## config.mk

```make
export PLATFORM = sky130hd
export DESIGN_NAME = alu_cmd_issue
export DESIGN_NICKNAME = d
export VERILOG_FILES = /design/src/rtl/alu_cmd_issue.sv
export SDC_FILE = /design/constraint.sdc
export NUM_CORES = 1
export LEC_CHECK = 0
export BUFFER_PORTS_ARGS = -buffer_cell sky130_fd_sc_hd__buf_2
export CORE_MARGIN = 4
export CORE_UTILIZATION = 25
export DETAILED_ROUTE_END_ITERATION = 12
export PLACE_DENSITY = 0.43
export SYNTH_ARGS = -nofsm -noshare
export SYNTH_HDL_FRONTEND = slang
export SYNTH_SLANG_ARGS = --single-unit
export TNS_END_PERCENT = 10
```

## constraint.sdc

```tcl
create_clock -name clk -period 2.3 [get_ports clk]
set_input_delay 0.115 -clock clk [delete_from_list [all_inputs] [get_ports clk]]
set_output_delay 0.115 -clock clk [all_outputs]
set_load 0.01 [all_outputs]
```

## src/rtl/alu_cmd_issue.sv

```systemverilog
// alu_cmd_issue: command FIFO in front of an external combinational ALU,
// with a one-entry registered response stage (IDLE/HOLD).
// Ports:
//   clk, reset (async, active-low)
//   cmd_valid/cmd_ready, cmd_op1/op2/opcode/tag : upstream command
//   alu_operand1/2, alu_opcode -> ALU ; alu_result <- ALU
//   rsp_valid/rsp_ready, rsp_result/tag/opcode  : registered response
//   count : FIFO occupancy
module alu_cmd_issue #(
   parameter int DEPTH = 4
) (
   input  logic                   clk,
   input  logic                   reset,
   input  logic                   cmd_valid,
   output logic                   cmd_ready,
   input  logic [7:0]             cmd_op1,
   input  logic [7:0]             cmd_op2,
   input  logic [1:0]             cmd_opcode,
   input  logic [3:0]             cmd_tag,
   output logic [7:0]             alu_operand1,
   output logic [7:0]             alu_operand2,
   output logic [1:0]             alu_opcode,
   input  logic [15:0]            alu_result,
   output logic                   rsp_valid,
   input  logic                   rsp_ready,
   output logic [15:0]            rsp_result,
   output logic [3:0]             rsp_tag,
   output logic [1:0]             rsp_opcode,
   output logic [$clog2(DEPTH):0] count
);

   localparam int AW = $clog2(DEPTH);
   localparam logic [AW:0] FULL = (AW+1)'(DEPTH);

   typedef enum logic {
      S_IDLE,
      S_HOLD
   } state_t;

   logic [7:0]    mem_op1 [DEPTH];
   logic [7:0]    mem_op2 [DEPTH];
   logic [1:0]    mem_opc [DEPTH];
   logic [3:0]    mem_tag [DEPTH];

   logic [AW-1:0] wr_ptr;
   logic [AW-1:0] rd_ptr;
   state_t        state;
   logic          not_empty;
   logic          push;
   logic          pop;

   assign not_empty = (count != '0);

   // Derived from the registered count only: a pop on the
   // same edge never opens a slot early.
   assign cmd_ready = (count < FULL);
   assign push      = cmd_valid && cmd_ready;

   // Response register is free when idle or being drained.
   assign pop       = not_empty &&
                      ((state == S_IDLE) || rsp_ready);

   assign rsp_valid = (state == S_HOLD);

   assign alu_operand1 = not_empty ? mem_op1[rd_ptr] : 8'd0;
   assign alu_operand2 = not_empty ? mem_op2[rd_ptr] : 8'd0;
   assign alu_opcode   = not_empty ? mem_opc[rd_ptr] : 2'd0;

   // Storage is not reset; occupancy alone marks valid entries.
   always_ff @(posedge clk) begin
      if (push) begin
         mem_op1[wr_ptr] <= cmd_op1;
         mem_op2[wr_ptr] <= cmd_op2;
         mem_opc[wr_ptr] <= cmd_opcode;
         mem_tag[wr_ptr] <= cmd_tag;
      end
   end

   always_ff @(posedge clk or negedge reset) begin
      if (!reset) begin
         wr_ptr <= '0;
         rd_ptr <= '0;
         count  <= '0;
      end else begin
         // DEPTH is a power of two, so pointers wrap naturally.
         if (push) wr_ptr <= wr_ptr + 1'b1;
         if (pop)  rd_ptr <= rd_ptr + 1'b1;
         unique case ({push, pop})
            2'b10:   count <= count + 1'b1;
            2'b01:   count <= count - 1'b1;
            default: count <= count;
         endcase
      end
   end

   always_ff @(posedge clk or negedge reset) begin
      if (!reset) begin
         state      <= S_IDLE;
         rsp_result <= '0;
         rsp_tag    <= '0;
         rsp_opcode <= '0;
      end else begin
         unique case (state)
            S_IDLE: begin
               if (pop) begin
                  state      <= S_HOLD;
                  rsp_result <= alu_result;
                  rsp_tag    <= mem_tag[rd_ptr];
                  rsp_opcode <= mem_opc[rd_ptr];
               end
            end
            S_HOLD: begin
               if (pop) begin
                  rsp_result <= alu_result;
                  rsp_tag    <= mem_tag[rd_ptr];
                  rsp_opcode <= mem_opc[rd_ptr];
               end else if (rsp_ready) begin
                  state <= S_IDLE;
               end
            end
            default: state <= S_IDLE;
         endcase
      end
   end

endmodule

```

# [Word-level counts from Yosys, hierarchy flattened]
# Memory sizes are Yosys's and may differ from the RTL's. A register that Yosys moved wholly into a read port is not among the register bits.
# Cells that the tools add are included.
[classes] multipliers=0 muxes=12 n_bitwise=1 div_mod_pow=0 shift=0 n_reduce_logical=6 eq_ne=2 n_lt_le_gt_ge=1 n_addsub=4
[ops] operator="$mux W16" count=1
[ops] operator="$mux W8" count=2
[ops] operator="$pmux W3 S2" count=1
[ops] operator="$mux W1" count=5
[ops] operator="$add A2 B1 Y2 const B" count=2
[ops] operator="$mux W2" count=2
[ops] operator="$add A3 B1 Y3 const B" count=1
[ops] operator="$lt A3 B3 Y1 const B" count=1
[ops] operator="$reduce_bool A3 Y1" count=1
[ops] operator="$sub A3 B1 Y3 const B" count=1
[ops] operator="$eq A2 B1 Y1 const B" count=1
[ops] operator="$eq A2 B2 Y1 const B" count=1
[ops] operator="$logic_and A1 B1 Y1" count=2
[ops] operator="$pmux W1 S2" count=1
[ops] operator="$reduce_bool A2 Y1" count=1
[ops] operator="$logic_not A1 Y1" count=1
[ops] operator="$logic_or A1 B1 Y1" count=1
[ops] operator="$not A1 Y1" count=1
[word_totals] inputBits=42 out_inout_bits=45 ram_bits=88 latchBits=0 wordCells=36 rom_bits=0 ff_bits=26 n_memories=4
[mem_list] name="mem_op1" depth=4 width=8 rd=1 rd_clocked_by_memory_dff=0 wr=1 line_no="40" rtl="logic [7:0] mem_op1 [DEPTH];"
[mem_list] name="mem_op2" depth=4 width=8 rd=1 rd_clocked_by_memory_dff=0 wr=1 line_no="41" rtl="logic [7:0] mem_op2 [DEPTH];"
[mem_list] name="mem_tag" depth=4 width=4 rd=1 rd_clocked_by_memory_dff=1 wr=1 line_no="43" rtl="logic [3:0] mem_tag [DEPTH];"
[mem_list] name="mem_opc" depth=4 width=2 rd=1 rd_clocked_by_memory_dff=0 wr=1 line_no="42" rtl="logic [1:0] mem_opc [DEPTH];"

# [Logic depth before layout (Yosys ltp)]
# Gate-level depths: netlist (run 1).
[depth] depth_word=5 depth_mapped=10 depth_no_buf=8

# [Worst setup path after synthesis (run 1)]
# OpenSTA, ideal clock, no wires.
[synth_timing] path_type="register to register" start="register count[0]" end="register count[2]" required_time_ns=2.220 arrival_time_ns=1.884 period_less_slack_ns=1.964 path_slack_ns=0.336 n_path_buf=2 setup_time_ns=0.080 path_stages_with_launch=11 path_cell_list="dfrtp_1 -> nor3_1 -> nor2b_1 -> buf_4 -> buf_6 -> ha_1 -> inv_1 -> fa_1 -> xor2_1 -> nor2_1 -> xnor2_1"
[synth_between] elab_chain_len=4 elab_cells_between_ends=10 classes_between="add/sub: 2; order compare: 1; eq/ne: 2; mux: 1; reduce/logical: 4"
[synth_rtl] item="start, declared" line_no="29" rtl="output logic [$clog2(DEPTH):0] count"
[synth_rtl] item="start signal, assigned" line_no="89" rtl="2'b10: count <= count + 1'b1;"
[synth_rtl] item="start signal, assigned" line_no="90" rtl="2'b01: count <= count - 1'b1;"
[synth_rtl] item="start signal, assigned" line_no="91" rtl="default: count <= count;"
[synth_rtl] item="$reduce_bool A3 Y1 (*)" line_no="52" rtl="assign not_empty = (count != '0);"
[synth_rtl] item="$logic_and A1 B1 Y1 (*)" line_no="60" rtl="assign pop = not_empty &&"
[synth_rtl] item="named net pop" line_no="50" rtl="logic pop;"
[synth_rtl] item="$eq A2 B1 Y1 / $eq A2 B2 Y1 (equally long branches)" line_no="88" rtl="unique case ({push, pop})"
[synth_rtl] item="$pmux W3 S2 / $reduce_bool A2 Y1 (equally long branches)"
# The timed path passes the listed nets; every way through them passes the cells marked *.
# A chain may end at the register's enable or synchronous reset.

# [Worst setup path in the final report (run 1)]
[layout_timing] start="register rd_ptr[0]" end="output port alu_operand1[1]"
[layout_between] elab_chain_len=2
[layout_rtl] item="start, declared" line_no="46" rtl="logic [AW-1:0] rd_ptr;"
[layout_rtl] item="start signal, assigned" line_no="87" rtl="if (pop) rd_ptr <= rd_ptr + 1'b1;"
[layout_rtl] item="$mem_v2 Z4 W8"
[layout_rtl] item="$mux W8" line_no="65" rtl="assign alu_operand1 = not_empty ? mem_op1[rd_ptr] : 8'd0;"
[layout_rtl] item="end, declared" line_no="20" rtl="output logic [7:0] alu_operand1,"
# Every way passes these cells.

==> reports/results.md, run 1 <==
- count of state elements after synthesis: 118
- worst skew pair latency: 410 ps
- sum of overflow across all layers after global routing: 0
- count of endpoints failing hold in the final timing report: 0
- relative slew slack: 52.4%
- Worst Path Required: 2180 ps
- number of buffers between clock root and the deepest sink: 2
- max_cap viols: 0
- share of layout cells above drive strength 1: 42.8%
- total iterations of the first detailed-routing run: 4
- Layout Cell Area excl Fill: 0.00639 sq mm
- ranking of synthesized cells by area: edfxtp_1, dfrtp_1, mux2_4, mux4_2, mux4_1
- design internal power: 0.00562 W
- worst slack at placement: 385 ps
- setup TNS: 0 ps
- Total Nets Final: 418
- number of antenna-violating nets in the routed design: 0
- crit path kind: register to primary output
- cell taking the most area after synthesis: edfxtp_1
- final clock skew: 8.81 ps
- count of buffers inserted at the top-level ports: 86
- relative area change from synthesis to final layout: 36.2%
- logic gate share of total power: 32.9%
- register area share after synthesis: 72.4%
- sw power: 0.00238 W
- Mapped Cells: 224
- wire length per cell: 16.3 um
- number of diodes added for antenna fixing: 0
- TritonCTS clock tree: done
- cell area reported after detailed placement: 0.00542 sq mm
- most frequent cell after synthesis: edfxtp_1
- HPWL after detailed placement: 5990 um
- class of the tightest hold or removal check: primary input to register
- aggregate routed wire length: 9960 um
- final worst-path setup slack: 258 ps
- number of antenna violations at the first check in global routing: 0
- total power consumption of the routed design: 0.00801 W
- switching power share of the total: 29.8%
- standard cell with the maximum stage delay on the critical path: mux4_1
- post-detailed-route via-to-cell ratio: 4.07
- FMAX: 0.490 GHz
- number of cells in the design after placement: 538
- effective utilization at floorplan: 25.8%
- largest voltage drop on the vdd net: 0.560 mV
- gr usage total: 10.0%
- library cells used by synthesis: 25
- first-iteration detailed-routing DRC count: 85
- fin crit period: 2040 ps
- final estimated routing congestion in global placement: 0.654
- Max Slew Vio Count: 0
- commonest register cell after synthesis: edfxtp_1
- y dimension of the die: 145 um
- via count of the first global-routing pass: 2764
- DRC violation count after routing: 0
- actual slew at the worst max-slew pin: 715 ps
- share of total power in sequential cells: 37.2%
- Period Utilization, post-route: 88.8%
- Pwr Density: 1250 mW/mm^2
- Leakage Power: 2.51 nW
- number of flops mapped to enable cells by yosys: 88
- Die Span X: 145 um
- maximum number of pins on one net before global-route repair: 31
- Top-Level Pins: 87
- row count: 49
- share of power burned in the clock network: 30.0%
- number of warnings printed during yosys synthesis: 0
- unrepaired setup endpoints after global routing: no
- full die area: 0.0210 sq mm
- Net Count, Synth: 272
- Clock transition at path regs: 50 ps
- Final setup violation count: 0
- Arrival @ worst endpoint: 1930 ps
- Worst Path Max Fanout: 9
- startpoint types: register
- Post-Layout Cell Count: 612
- crit-path max cell delay: 570 ps
- async set or reset register ratio after synthesis: 25.4%
- Core Region: 0.0182 sq mm
- count of H-tree levels built during CTS: 4
- via count: 2490
- most frequent cells after synthesis: edfxtp_1, dfrtp_1, nor2b_1
- CTS Root Cell: clkbuf_16
- Netlist Area Pre-Place: 0.00469 sq mm
- TritonCTS sink count: 118
- endpoint type of the worst setup path: primary output
- CTS buffer count: 17
- cells along the critical path: buf_12 > mux4_1 > nor2b_1 > buf_2
- fill count: 1710
- average size of a mapped cell: 20.9 sq um
- area share of the largest cell type after synthesis: 56.4%
- result of the run: finished clean
- wire length of the first global-routing pass: 15800 um
==> layer usage <==
layer	global-route usage (%)	share of wire [%]	vias to the layer above
li1	-	-	1168
met1	12.0	43	1234
met2	16.2	50	80
met3	4.49	6.3	8
met4	3.56	1.1	0
met5	0	0	-
==> worst max-delay path: cells and delay by family, from the launching register on <==
| family | cells | cell delay, ps |
|---|---|---|
| simple gates | 1 | 150 |
| mux | 1 | 570 |
| flops | 1 | 490 |
| buf+inv | 2 | 300 |
==> timing repair <==
action,4_1_cts,5_1_grt
hold buffers,39,0
resized for setup,1,0
endpoints found under the hold margin,134,0
setup endpoints to repair,2,1
setup buffers,0,3
==> worst paths after layout <==
path / startpoint / to / slack (ps) / cells after the start
setup / recovery: rd_ptr[0]$_DFFE_PN0P_ / alu_operand1[1] / 260 / 4
hold / removal: rsp_ready / rsp_valid$_DFF_PN0_ / 80 / 3
setup reg to reg: count[2]$_DFFE_PN0P_ / count[2]$_DFFE_PN0P_ / 430 / 8
hold reg to reg: rsp_tag[1]$_DFFE_PN0P_ / rsp_tag[1]$_DFFE_PN0P_ / 500 / 1
max in group asynchronous: reset / rd_ptr[0]$_DFFE_PN0P_ / 1470 / 2
min in group asynchronous: reset / rsp_result[4]$_DFFE_PN0P_ / 300 / 2
==> power by group through the flow <==
stage | registers, W | logic [W] | clock network [W]
floorplan | 0.00306 | 0.00161 | 0
detailed placement | 0.00306 | 0.00254 | 0
global placement | 0.00305 | 0.00254 | 0
CTS | 0.00303 | 0.00261 | 0.00248
finish | 0.00298 | 0.00263 | 0.00240
global route | 0.00303 | 0.00289 | 0.00261
==> cells in the final DEF, fill, tap and decap left out, types with 4 or more instances in the layout <==
cell,count
and2_1,4
ha_1,5
edfxtp_1,88
mux4_2,12
mux2_2,4
clkbuf_16,17
buf_2,86
dlygate4sd3_1,39
inv_1,7
buf_4,11
mux4_1,10
mux2_4,18
nor2b_1,19
dfrtp_1,29
==> stage by stage <==
step / util [%] / hold WS (ps)
after global placement: 29.8 / 230
after CTS: 34.9 / 91.3
final: 35.1 / 76.4
after floorplan: - / -181
after detailed placement: 29.8 / 224
after global routing: 35.1 / 93.6
==> layout make-up <==
class | instances | area [sq um] | share of cell area, %
Sequential cell | 118 | 3400 | 53.2
Multi-Input combinational cell | 88 | 1190 | 18.7
Timing Repair Buffer | 138 | 943 | 14.8
Clock buffer | 20 | 437 | 6.84
Tap cell | 229 | 287 | 4.48
Clock inverter | 12 | 106 | 1.66
Inverter | 7 | 26.3 | 0.411
==> sequential cells by signal, indices dropped and copies added, names as in the netlist <==
register,cells
rsp_result,16
wr_ptr,2
rsp_valid,1
mem_op1,32
rsp_opcode,2
rd_ptr,2
mem_opc,8
rsp_tag,4
mem_tag,16
mem_op2,32
count,3
==> kinds of logic after synthesis <==
group / Yosys count / synth area share (%)
flops: 118 / 72.4
mux: 45 / 18.3
simple gates: 30 / 3.87
buf+inv: 18 / 2.48
xor+xnor: 6 / 1.12
fa+ha+maj: 6 / 1.76
compound gates: 1 / 0.107
Power figures use the tool's default switching activity.
==> run 2, diff against run 1 <==
Settings changed: CORE_UTILIZATION 25 to 55, PLACE_DENSITY 0.43 to 0.8, REMOVE_ABC_BUFFERS set to 1.
==> run 2 against run 1 <==
Effect of this change: maximum frequency decreased by 6.2%; utilization increased by 41 points; die area decreased by 52%; register-to-register slack got worse by 50 ps; critical path depth unchanged; global-route usage increased by 11 points; sequential power about the same; clock power increased by 5%; non-clock buffer count decreased by 1; via count increased by 2.7%; critical path type unchanged; first-iteration DRC count increased by 19%; cell count decreased by 20%.
==> reports/results.md, run 2 (synthesized netlist as in run 1, its figures left out) <==
- cells along the critical path: buf_6 > mux4_1 > nor2b_1 > buf_2
- unrepaired setup endpoints after global routing: no
- commonest cells after routing, fill and taps aside: edfxtp_1, buf_2, dlygate4sd3_1
- Max Slew Vio Count: 0
- final estimated routing congestion in global placement: 0.701
- gr usage total: 21.1%
- result of the run: finished clean
- class of the tightest hold or removal check: primary input to register
- final worst-path setup slack: 123 ps
- FMAX: 0.459 GHz
- Top-Level Pins: 87
- row count: 33
- fin crit period: 2180 ps
- CTS Root Cell: clkbuf_8
- number of antenna violations at the first check in global routing: 0
- total iterations of the first detailed-routing run: 4
- number of cells in the design after placement: 415
- relative area change from synthesis to final layout: 33.3%
- CTS buffer count: 17
- Post-Layout Cell Count: 487
- HPWL after detailed placement: 5530 um
- count of buffers inserted at the top-level ports: 86
- worst-case hold slack: 82.3 ps
- wire length per cell: 20.1 um
- Final setup violation count: 0
- cell area reported after detailed placement: 0.00528 sq mm
- Clock transition at path regs: 50 ps
- Total Nets Final: 417
- TritonCTS clock tree: done
- share of layout cells above drive strength 1: 41.6%
- gate family responsible for the most delay along the worst path: multiplexers
- number of diodes added for antenna fixing: 0
- full die area: 0.0101 sq mm
- maximum number of pins on one net before global-route repair: 31
- Worst Path Required: 2180 ps
- number of buffers between clock root and the deepest sink: 2
- number of antenna-violating nets in the routed design: 0
- Arrival @ worst endpoint: 2060 ps
- post-detailed-route via-to-cell ratio: 5.25
- relative slew slack: 54.8%
- Pwr Density: 1290 mW/mm^2
- via count: 2558
- worst skew pair latency: 510 ps
- Period Utilization, post-route: 94.7%
- final clock skew: 5.26 ps
- largest voltage drop on the vdd net: 0.779 mV
- effective utilization at floorplan: 56.8%
- fill count: 484
- largest registers ranked by flip-flop count: mem_op1 x32, mem_op2 x32
- sum of overflow across all layers after global routing: 0
- actual slew at the worst max-slew pin: 678 ps
- max_cap viols: 0
- standard cell with the maximum stage delay on the critical path: mux4_1
- via count of the first global-routing pass: 2859
- count of H-tree levels built during CTS: 4
- first-iteration detailed-routing DRC count: 101
- crit path kind: register to primary output
- Die Span X: 100 um
- crit-path max cell delay: 610 ps
- commonest non-fill, non-tap cell in the layout: edfxtp_1
- endpoint type of the worst setup path: primary output
- worst slack at placement: 469 ps
- wire length of the first global-routing pass: 15400 um
- DRC violation count after routing: 0
- Worst Path Max Fanout: 19
- startpoint types: register
- Layout Cell Area excl Fill: 0.00625 sq mm
- Core Region: 0.00826 sq mm
- Worst Path Buf+Inv: 2
- aggregate routed wire length: 9770 um
- count of endpoints failing hold in the final timing report: 0
- TritonCTS sink count: 118
- Leakage Power: 2.51 nW
- y dimension of the die: 100 um
==> run 2: area by class of cell <==
| class | count | area, sq um | share of cell area [%] |
|---|---|---|---|
| clock inverter | 10 | 130 | 2.08 |
| sequential | 118 | 3390 | 54.3 |
| tap | 105 | 131 | 2.10 |
| multi-input combinational | 88 | 1190 | 19.1 |
| timing repair buffer | 137 | 942 | 15.1 |
| clock buffer | 22 | 433 | 6.93 |
| inverter | 7 | 26.3 | 0.420 |
==> run 2: routing by layer <==
| metal | wire length [um] | global-route usage (%) | up-vias |
|---|---|---|---|
| met5 | 0 | 0 | - |
| met4 | 158 | 8.29 | 0 |
| met3 | 597 | 7.02 | 12 |
| met2 | 5270 | 36.2 | 84 |
| met1 | 3750 | 24.6 | 1300 |
| li1 | - | - | 1162 |
==> run 2: worst register-to-register path: stages, from the launching register on <==
cell     delay [ps]
dfrtp_1         410
nor2b_1         400
inv_1            90
ha_1            240
inv_1            80
fa_1            180
xor2_1          180
nor2_1           90
xnor2_1         120
==> run 2: worst paths after layout <==
kind / slack [ps] / to / cells after the start / start
max: 120 / alu_operand2[7] / 4 / rd_ptr[0]$_DFFE_PN0P_
min: 80 / wr_ptr[0]$_DFFE_PN0P_ / 3 / cmd_valid
max reg2reg: 380 / count[2]$_DFFE_PN0P_ / 8 / count[2]$_DFFE_PN0P_
min reg2reg: 500 / rsp_result[15]$_DFFE_PN0P_ / 1 / rsp_result[15]$_DFFE_PN0P_
max in group asynchronous: 1620 / rd_ptr[1]$_DFFE_PN0P_ / 2 / reset
min in group asynchronous: 200 / rsp_result[9]$_DFFE_PN0P_ / 2 / reset
==> run 2: report_power, final <==
| part | leakage, nW | switching [W] | internal [W] |
|---|---|---|---|
| Combinational | 1.10 | 0.00124 | 0.00131 |
| Clock | 0.264 | 0.000873 | 0.00164 |
| Sequential | 1.15 | 0.000230 | 0.00277 |
| Total | 2.51 | 0.00234 | 0.00572 |
==> run 2: through the flow <==
| step | power (W) | util [%] | TNS, ps |
|---|---|---|---|
| 2_1_floorplan | 0.00456 | - | -20920 |
| 3_3_place_gp | 0.00543 | 64.0 | 0 |
| 4_1_cts | 0.00811 | 75.6 | 0 |
| 5_1_grt | 0.00846 | 75.7 | 0 |
| 3_5_place_dp | 0.00550 | 64.0 | 0 |
| 6_report | 0.00806 | 75.7 | 0 |
==> run 2: what timing repair did <==
action / 4_1_cts / 5_1_grt
gates resized for setup: 0 / 2
setup endpoints to repair: 0 / 9
endpoints found under the hold margin: 135 / 0
hold buffers: 40 / 0
setup buffers: 0 / 0
